## config.mk

```make
export PLATFORM = sky130hd
export DESIGN_NAME = scandoubler_px
export DESIGN_NICKNAME = d
export VERILOG_FILES = /design/src/rtl/scandoubler_px.sv
export SDC_FILE = /design/constraint.sdc
export NUM_CORES = 2
export LEC_CHECK = 0
export CAP_MARGIN = 5
export CORE_AREA = 10 10 319 321
export DETAILED_ROUTE_END_ITERATION = 12
export DIE_AREA = 0 0 329 331
export GPL_TIMING_DRIVEN = 1
export HOLD_SLACK_MARGIN = 0.12
export PLACE_DENSITY_LB_ADDON = 0.3
export SYNTH_ARGS = -nofsm -noshare
export SYNTH_HDL_FRONTEND = slang
export SYNTH_SLANG_ARGS = --single-unit
```

## constraint.sdc

```tcl
create_clock -name clkvga -period 4.4 [get_ports clkvga]
set_clock_uncertainty 0.05 [all_clocks]
set_input_delay 1.32 -clock clkvga [delete_from_list [all_inputs] [get_ports clkvga]]
set_output_delay 1.32 -clock clkvga [all_outputs]
set_load 0.02 [all_outputs]
```

## src/rtl/scandoubler_px.sv

```systemverilog
// Scan doubler: splits composite sync by pulse length, ping-pong buffers each input
// line and replays it at double rate with optional scanline darkening.
module scandoubler_px #(
  parameter int PW         = 1,
  parameter int LINE_LEN   = 414,
  parameter int BUF_DEPTH  = 512,
  parameter int VS_THRESH  = 90,
  parameter int H_DE_START = 32,
  parameter int H_DE_END   = 364,
  parameter int V_DE_START = 16,
  parameter int V_DE_END   = 296,
  parameter int HS_END     = 384
) (
  input  logic          clkvga,
  input  logic          rst,
  input  logic          ce_2pix,
  input  logic [1:0]    scan_mode,
  input  logic          csync,
  input  logic [PW-1:0] v_in,
  output logic          hs_out,
  output logic          vs_out,
  output logic [PW-1:0] v_out,
  output logic          de_out,
  output logic [9:0]    pixel_x,
  output logic [9:0]    pixel_y,
  output logic          line_ovf
);

  localparam int AW = $clog2(BUF_DEPTH);
  localparam int ZW = AW + 1;
  localparam logic [ZW-1:0] ZX_MAX   = {ZW{1'b1}};
  localparam logic [9:0]    COL_LAST = 10'(LINE_LEN - 1);
  localparam logic [7:0]    VS_LEN   = 8'(VS_THRESH);
  localparam logic [9:0]    HDE_S    = 10'(H_DE_START);
  localparam logic [9:0]    HDE_E    = 10'(H_DE_END);
  localparam logic [9:0]    VDE_S    = 10'(V_DE_START);
  localparam logic [9:0]    VDE_E    = 10'(V_DE_END);
  localparam logic [9:0]    HS_E     = 10'(HS_END);

  logic          csd_q, csd_d;
  logic [7:0]    sync_len_q, sync_len_d;
  logic          vs_q, vs_d;
  logic [9:0]    line_cnt_q, line_cnt_d;
  logic          sd_toggle_q, sd_toggle_d;
  logic          wr_half_q, wr_half_d;
  logic          rd_half_q, rd_half_d;
  logic          scanline_q, scanline_d;
  logic [9:0]    sd_col_q, sd_col_d;
  logic [ZW-1:0] zx_col_q, zx_col_d;
  logic          ovf_q, ovf_d;
  logic [9:0]    sd_d1_q, sd_d1_d;
  logic [9:0]    line_d1_q, line_d1_d;
  logic          hs_q, hs_d;
  logic          de_q, de_d;
  logic [PW-1:0] pix_q, pix_d;
  logic [9:0]    px_q, px_d;

  logic          rise, eol, col_wrap, h_de, v_de, de, wr_en;
  logic [PW-1:0] pix;
  logic [AW:0]   wr_addr, rd_addr;

  logic [PW-1:0] line_buf [0:2*BUF_DEPTH-1];
  logic [PW-1:0] rd_data_q;

  assign wr_addr = {wr_half_q, zx_col_q[ZW-1:1]};
  assign rd_addr = {rd_half_q, AW'(sd_col_q)};

  // Buffer and its read register carry no reset so they map onto block RAM.
  always_ff @(posedge clkvga) begin
    if (wr_en) line_buf[wr_addr] <= v_in;
    if (ce_2pix) rd_data_q <= line_buf[rd_addr];
  end

  always_comb begin
    csd_d       = csd_q;
    sync_len_d  = sync_len_q;
    vs_d        = vs_q;
    line_cnt_d  = line_cnt_q;
    sd_toggle_d = sd_toggle_q;
    wr_half_d   = wr_half_q;
    rd_half_d   = rd_half_q;
    scanline_d  = scanline_q;
    sd_col_d    = sd_col_q;
    zx_col_d    = zx_col_q;
    ovf_d       = ovf_q;
    sd_d1_d     = sd_d1_q;
    line_d1_d   = line_d1_q;
    hs_d        = hs_q;
    de_d        = de_q;
    pix_d       = pix_q;
    px_d        = px_q;

    rise     = csync & ~csd_q;
    eol      = rise & (sync_len_q < VS_LEN);
    col_wrap = eol | (sd_col_q == COL_LAST);
    h_de     = (sd_d1_q >= HDE_S) && (sd_d1_q < HDE_E);
    v_de     = (line_d1_q >= VDE_S) && (line_d1_q < VDE_E);
    de       = h_de & v_de;
    wr_en    = ce_2pix & zx_col_q[0] & (zx_col_q != ZX_MAX);

    if (!de)
      pix = '0;
    else if (scanline_q && scan_mode == 2'b01)
      pix = '0;
    else if (scanline_q && scan_mode == 2'b10)
      pix = rd_data_q >> 1;
    else
      pix = rd_data_q;

    if (ce_2pix) begin
      csd_d = csync;
      if (csync) begin
        sync_len_d = '0;
        vs_d       = 1'b0;
      end else if (sync_len_q != 8'hFF) begin
        sync_len_d = sync_len_q + 8'd1;
      end

      if (rise) begin
        sd_toggle_d = ~sd_toggle_q;
        wr_half_d   = ~sd_toggle_q;
        rd_half_d   = sd_toggle_q;
        line_cnt_d  = line_cnt_q + 10'd1;
      end

      // eol and the natural column wrap can coincide; either restarts the line once.
      if (col_wrap) begin
        sd_col_d   = '0;
        scanline_d = ~scanline_q;
      end else begin
        sd_col_d = sd_col_q + 10'd1;
      end

      if (!csync && sync_len_q == VS_LEN) begin
        vs_d       = 1'b1;
        line_cnt_d = '0;
        scanline_d = 1'b0;
      end

      if (eol)
        zx_col_d = '0;
      else if (zx_col_q != ZX_MAX)
        zx_col_d = zx_col_q + ZW'(1);
      if (zx_col_q == ZX_MAX) ovf_d = 1'b1;

      sd_d1_d   = sd_col_q;
      line_d1_d = line_cnt_q;
      hs_d      = sd_d1_q < HS_E;
      de_d      = de;
      pix_d     = pix;
      px_d      = sd_d1_q;
    end
  end

  always_ff @(posedge clkvga or posedge rst) begin
    if (rst) begin
      csd_q       <= 1'b1;
      sync_len_q  <= '0;
      vs_q        <= 1'b0;
      line_cnt_q  <= '0;
      sd_toggle_q <= 1'b0;
      wr_half_q   <= 1'b0;
      rd_half_q   <= 1'b0;
      scanline_q  <= 1'b0;
      sd_col_q    <= '0;
      zx_col_q    <= '0;
      ovf_q       <= 1'b0;
      sd_d1_q     <= '0;
      line_d1_q   <= '0;
      hs_q        <= 1'b0;
      de_q        <= 1'b0;
      pix_q       <= '0;
      px_q        <= '0;
    end else begin
      csd_q       <= csd_d;
      sync_len_q  <= sync_len_d;
      vs_q        <= vs_d;
      line_cnt_q  <= line_cnt_d;
      sd_toggle_q <= sd_toggle_d;
      wr_half_q   <= wr_half_d;
      rd_half_q   <= rd_half_d;
      scanline_q  <= scanline_d;
      sd_col_q    <= sd_col_d;
      zx_col_q    <= zx_col_d;
      ovf_q       <= ovf_d;
      sd_d1_q     <= sd_d1_d;
      line_d1_q   <= line_d1_d;
      hs_q        <= hs_d;
      de_q        <= de_d;
      pix_q       <= pix_d;
      px_q        <= px_d;
    end
  end

  assign hs_out   = hs_q;
  assign vs_out   = vs_q;
  assign v_out    = pix_q;
  assign de_out   = de_q;
  assign pixel_x  = px_q;
  assign pixel_y  = line_cnt_q;
  assign line_ovf = ovf_q;

endmodule

```

* Word-level counts from Yosys, hierarchy flattened
Memories as Yosys holds them, arrays and structs flattened. A register that Yosys moved wholly into a read port is not among the register bits.
Index checks and enable logic that the tools add are counted.
** Operators by class
- Add/subtract/negate cells :: 4
- Magnitude comparators :: 6
- Equal/unequal tests :: 7
- Multiplexer cells :: 16
- Bitwise gates (word level) :: 9
- Reductions and logical operators :: 18
** Operator list (count)
- 10-bit 2-to-1 mux :: 5
- 10-bit by 1-bit adder with 10-bit output, second input constant :: 3
- 10-bit by 9-bit < comparator with 1-bit output, second input constant :: 3
- 8-bit 2-to-1 mux :: 2
- 2-bit AND reduction :: 7
- 10-bit equality test, second input constant :: 1
- 10-bit by 9-bit equality test with 1-bit output, second input constant :: 1
- 10-bit by 5-bit >= comparator with 1-bit output, second input constant :: 1
- 10-bit by 6-bit >= comparator with 1-bit output, second input constant :: 1
- 10-bit inequality test, second input constant :: 1
- 2-bit nonzero test :: 5
- 1-bit 2-to-1 mux :: 9
- 8-bit by 1-bit adder with 8-bit output, second input constant :: 1
- 8-bit by 7-bit equality test with 1-bit output, second input constant :: 1
- 8-bit by 7-bit < comparator with 1-bit output, second input constant :: 1
- 8-bit inequality test, second input constant :: 1
- 1-bit bitwise AND :: 5
- 1-bit logical AND :: 5
- 1-bit NOT :: 3
- 2-bit by 1-bit equality test with 1-bit output, second input constant :: 1
- 2-bit equality test, second input constant :: 1
- 1-bit logical NOT :: 1
- 1-bit bitwise OR :: 1
** Word-level totals
- Register bits after elaboration :: 77
- Bits in writable memories :: 1024
- Input bits :: 7
- Logic and storage cells :: 77
- Memories kept :: 1
** Memory list
- line_buf :: words 1024, bits a word 1, read ports 1, clocked after Yosys merged registers in 1, write ports 1, line 62 : logic [PW-1:0] line_buf [0:2*BUF_DEPTH-1];

* Depth between registers and ports, before layout
- Depth after elaboration :: 6
- Depth in mapped cells :: 15

* Worst setup path before layout
OpenSTA, ideal clock, no wires.
- Path kind :: in2reg
- From :: in csync
- To :: mem line_buf[783] (enable)
- Arrival :: 2.790 ns
- Data required time :: 4.050 ns
- Setup slack :: 1.261 ns
- Stages on the path :: 8
- Path buffers :: 2
- Cell sequence :: and3_1 -> o21a_1 -> o21ai_1 -> or2_2 -> or3_1 -> clkbuf_1 -> clkbuf_1 -> nor2_1
** RTL lines
- from (decl) :: line 18 : input logic csync,
- to (decl) :: line 62

==> metrics.yaml <==
synth:
  yosysTopAreaCell: "edfxtp_1"
  avgSynthCellArea_um2: 13.9
  yosysWarnings: 0
  synthFlopType: "edfxtp_1"
  yosysSeqAreaShare_pct: 68.8
  synthCells: 3398
  synth_top_area_share_pct: 64.9
  synth_nets: 3411
  ys_types: 63
  async_flop_share_pct: 6.73
  synth_edf_count: 1025
  synth-seq-cells: 1099
  netlist_area_mm2: 0.0474
  synthTopCellsByArea: "edfxtp_1 (65%), mux4_2 (8.8%), nor2_1 (8.6%)"
power:
  p_sw_share_pct: 27.6
  p_comb_share_pct: 18.9
  p_seq_share_pct: 45.8
  powerDensity_mw_per_mm2: 487
  intPower_mw: 18.7
  clock_power_share_pct: 35.2
  netSwitchingPower_mw: 7.13
  ir_drop_mv: 0.311
  power.leakage_nw: 16.2
final_layout:
  areaGrowthSynthToFinish_pct: 12.1
  design_area_mm2: 0.0531
  fill_cells: 7610
  drive_gt1_share_pct: 16.8
  multi_input_area_mm2: 0.0135
  seq_area_mm2: 0.0326
  fin_nets: 3388
  fin_util_pct: 55.5
sta:
  slew_violations: 0
  rsz0062_at_grt: "no"
  hold_slack_ns: 0.454
  finalCriticalPeriod_ns: 3.84
  tightest_slew_ns: 1.22
  tns_ns: 0
  relSlewSlack_pct: 18.4
  post-route-period-util_pct: 87.2
  fmax_mhz: 261
  finalSetupViolations: 0
  hold_violations: 0
grt:
  grt_use_total_pct: 23.3
  grt_max_degree: 200
  grt_pass1_vias: 28200
  antenna_found_initial: 5
  overflow: 0
  grt_pass1_wl_um: 188000
floorplanning:
  initial_core_util_pct: 49.5
  die_w_um: 329
  pin_count: 32
  die_height_um: 331
  row_count: 114
  core_mm2: 0.0957
  die_area_mm2: 0.109
cts:
  numCtsBuffers: 110
  post-cts-setup-buffers: 0
  path_clk_slew_ns: 0.06
  holdBufCountCts: 0
  cts_tree: "built"
  cts-htree-levels: 3
  cts.sinks: 1099
  ctsResizeCount: 0
  clockRootBuffer: "clkbuf_16"
  clk_latency_ns: 0.70
  cts_max_path_buffers: 3
setup_path:
  worstRegToRegCells: 8
  cpMaxStageDelayCell: "dfrtp_4"
  cp-end-kind: "flip-flop"
  cp_num_buf_inv: 2
  crit_top_cell: "buf_12"
  worst-setup-path-type: "reg2reg"
  critPathMaxStageDelay_ns: 0.81
  cp_cell_sequence: "buf_12 > buf_12 > mux4_2 > a22o_1 > a211oi_1 > o22ai_1 > or4_1 > a32o_1"
  r2r-start: "sd_col_q[0]"
  worstPathRequired_ns: 4.81
  cp-start-kind: "flip-flop"
  rrSetupSlack_ns: 0.56
  cp_max_fo: 24
  crit_arrival_ns: 4.25
  rr_endpoint: "rd_data_q"
  crit_family: "compound AO/OA/AOI/OAI gates"
drt:
  ant_nets: 0
  drt_first_iter_violations: 4229
  avgRoutedWirePerCell_um: 27.1
  wl_um: 129000
  drc: 0
  drt_pass1_iterations: 8
  via_per_inst: 6.21
  via_count: 29400
min_path:
  worstHoldStart: "line_ovf"
  hold_depth: 1
  hold_path_end: "line_ovf"
  hp-class: "reg2reg"
outcome:
  status: "finished clean"
placement:
  dpl.hpwl_um: 71000
  placed_area_mm2: 0.0496
  numPortBuffers: 31
  place_congestion: 0.874
flow_run:
  max-cap-violations: 0
==> power by group through the flow <==
stage	Clock [mW]	Sequential [mW]	Combinational (mW)
2_1_floorplan	0	11.9	3.34
6_report	9.11	11.8	4.90
3_5_place_dp	0	12.1	4.87
4_1_cts	9.22	11.8	4.88
3_3_place_gp	0	12.0	4.85
5_1_grt	9.61	11.9	5.14
==> worst reg2reg max path, cell delays in order (launching register included) <==
cell and delay (ns):
dfrtp_4 0.81, buf_12 0.28, buf_12 0.25, mux4_2 0.54, a22o_1 0.24, a211oi_1 0.44
o22ai_1 0.21, or4_1 0.52, a32o_1 0.27
==> stage by stage <==
| step | worst slack [ns] | cells | power (mW) |
|---|---|---|---|
| after floorplan | 1.15 | 3398 | 15.2 |
| after global placement | 0.437 | 4539 | 16.9 |
| after detailed placement | 0.369 | 4539 | 16.9 |
| after CTS | 0.569 | 4743 | 25.9 |
| after global routing | 0.407 | 4743 | 26.6 |
| final | 0.563 | 4745 | 25.9 |
==> synthesized netlist by cell type, types with 5 or more instances <==
| library cell | number |
|---|---|
| dfrtp_1 | 73 |
| nor3b_1 | 7 |
| mux2_2 | 40 |
| edfxtp_1 | 1025 |
| and2_1 | 5 |
| a22oi_1 | 34 |
| xnor2_1 | 10 |
| buf_1 | 6 |
| buf_4 | 24 |
| a211oi_1 | 20 |
| nand4_1 | 9 |
| a22o_1 | 8 |
| o21ai_0 | 35 |
| nand3_1 | 32 |
| ha_1 | 6 |
| clkbuf_1 | 250 |
| mux2i_1 | 150 |
| a221oi_1 | 13 |
| and3_1 | 8 |
| a21oi_1 | 50 |
| nor3_1 | 9 |
| a2111oi_0 | 5 |
| xor2_1 | 18 |
| nor2_1 | 1080 |
| buf_2 | 37 |
| mux4_2 | 185 |
| nand2_1 | 113 |
| o22ai_1 | 22 |
| o221ai_1 | 38 |
| inv_1 | 10 |
| nor2b_1 | 15 |
==> how the worst max path moves through the flow <==
stage,start,endpoint,slack [ns],cells after the start
floorplan,rst,de_out,1.15,1
finish,sd_col_q[0],rd_data_q,0.56,8
global route,sd_col_q[0],rd_data_q,0.41,9
CTS,sd_col_q[0],rd_data_q,0.57,8
global placement,csync,line_buf[911],0.44,8
detailed placement,csync,line_buf[719],0.37,8
==> flip-flops by register name, summed over array words and instances (netlist names) <==
name and count:
line_buf 1024, pixel_x 10, pixel_y 10, sd_col_q 10, sd_d1_q 10, zx_col_q 10
sync_len_q 8, line_d1_q 7, csd_q 1, de_out 1, hs_out 1, line_ovf 1
rd_data_q 1, rd_half_q 1, scanline_q 1, v_out 1, vs_out 1, wr_half_q 1
==> cell families after synthesis <==
group	share of synthesized area, %
simple gates	10.9
flops	68.8
mux	12.9
buf+inv	2.93
compound gates	3.74
xor+xnor	0.517
fa+ha+maj	0.158
==> layer usage <==
layer | GRT usage, % | part of all wire (%) | vias up
li1 | - | - | 12400
met1 | 31.8 | 38 | 15200
met2 | 36.9 | 47 | 1616
met3 | 5.44 | 11 | 310
met4 | 7.95 | 3.6 | 8
met5 | 0 | 0.043 | -
==> cell type report <==
cell class,instances,share of cell area (%)
Sequential cell,1099,61.4
Multi-Input combinational cell,1969,25.4
Clock buffer,134,5.55
Timing Repair Buffer,184,3.45
Tap cell,1276,3.01
Clock inverter,70,1.05
Inverter,11,0.0777
Antenna cell,2,0.00942
==> layout by cell type (no fill, tap or decap), types with 4 or more instances in the layout <==
cell             synthesis  routed
xnor2_1                 10      10
o21ai_0                 35      35
clkbuf_8                 0       4
mux2i_1                150     150
nand3_2                  0       7
o221ai_1                38      38
buf_12                   0      30
clkbuf_16                0     113
mux4_2                 185     185
nor2_1                1080    1078
a22o_1                   8       8
xor2_1                  18      18
o22ai_1                 22      22
nand2_2                  0      22
clkbuf_1               250      17
nor3_1                   9       9
nor3b_1                  7       7
clkinv_1                 1      33
nand4_1                  9       9
clkdlybuf4s50_1          0      29
ha_1                     6       6
a22oi_1                 34      34
a21oi_1                 50      50
dfrtp_1                 73      68
edfxtp_1              1025    1025
nand2_1                113      91
inv_1                   10       9
buf_4                   24     123
nand2b_1                 4       4
bufinv_16                0       5
clkinv_2                 0      21
mux2_2                  40      40
and2_1                   5       4
nor2b_1                 15      14
a2111oi_0                5       5
a211oi_1                20      20
nand3_1                 32      25
and3_1                   8       8
a221oi_1                13      13
(Power assumes the default switching activity.)
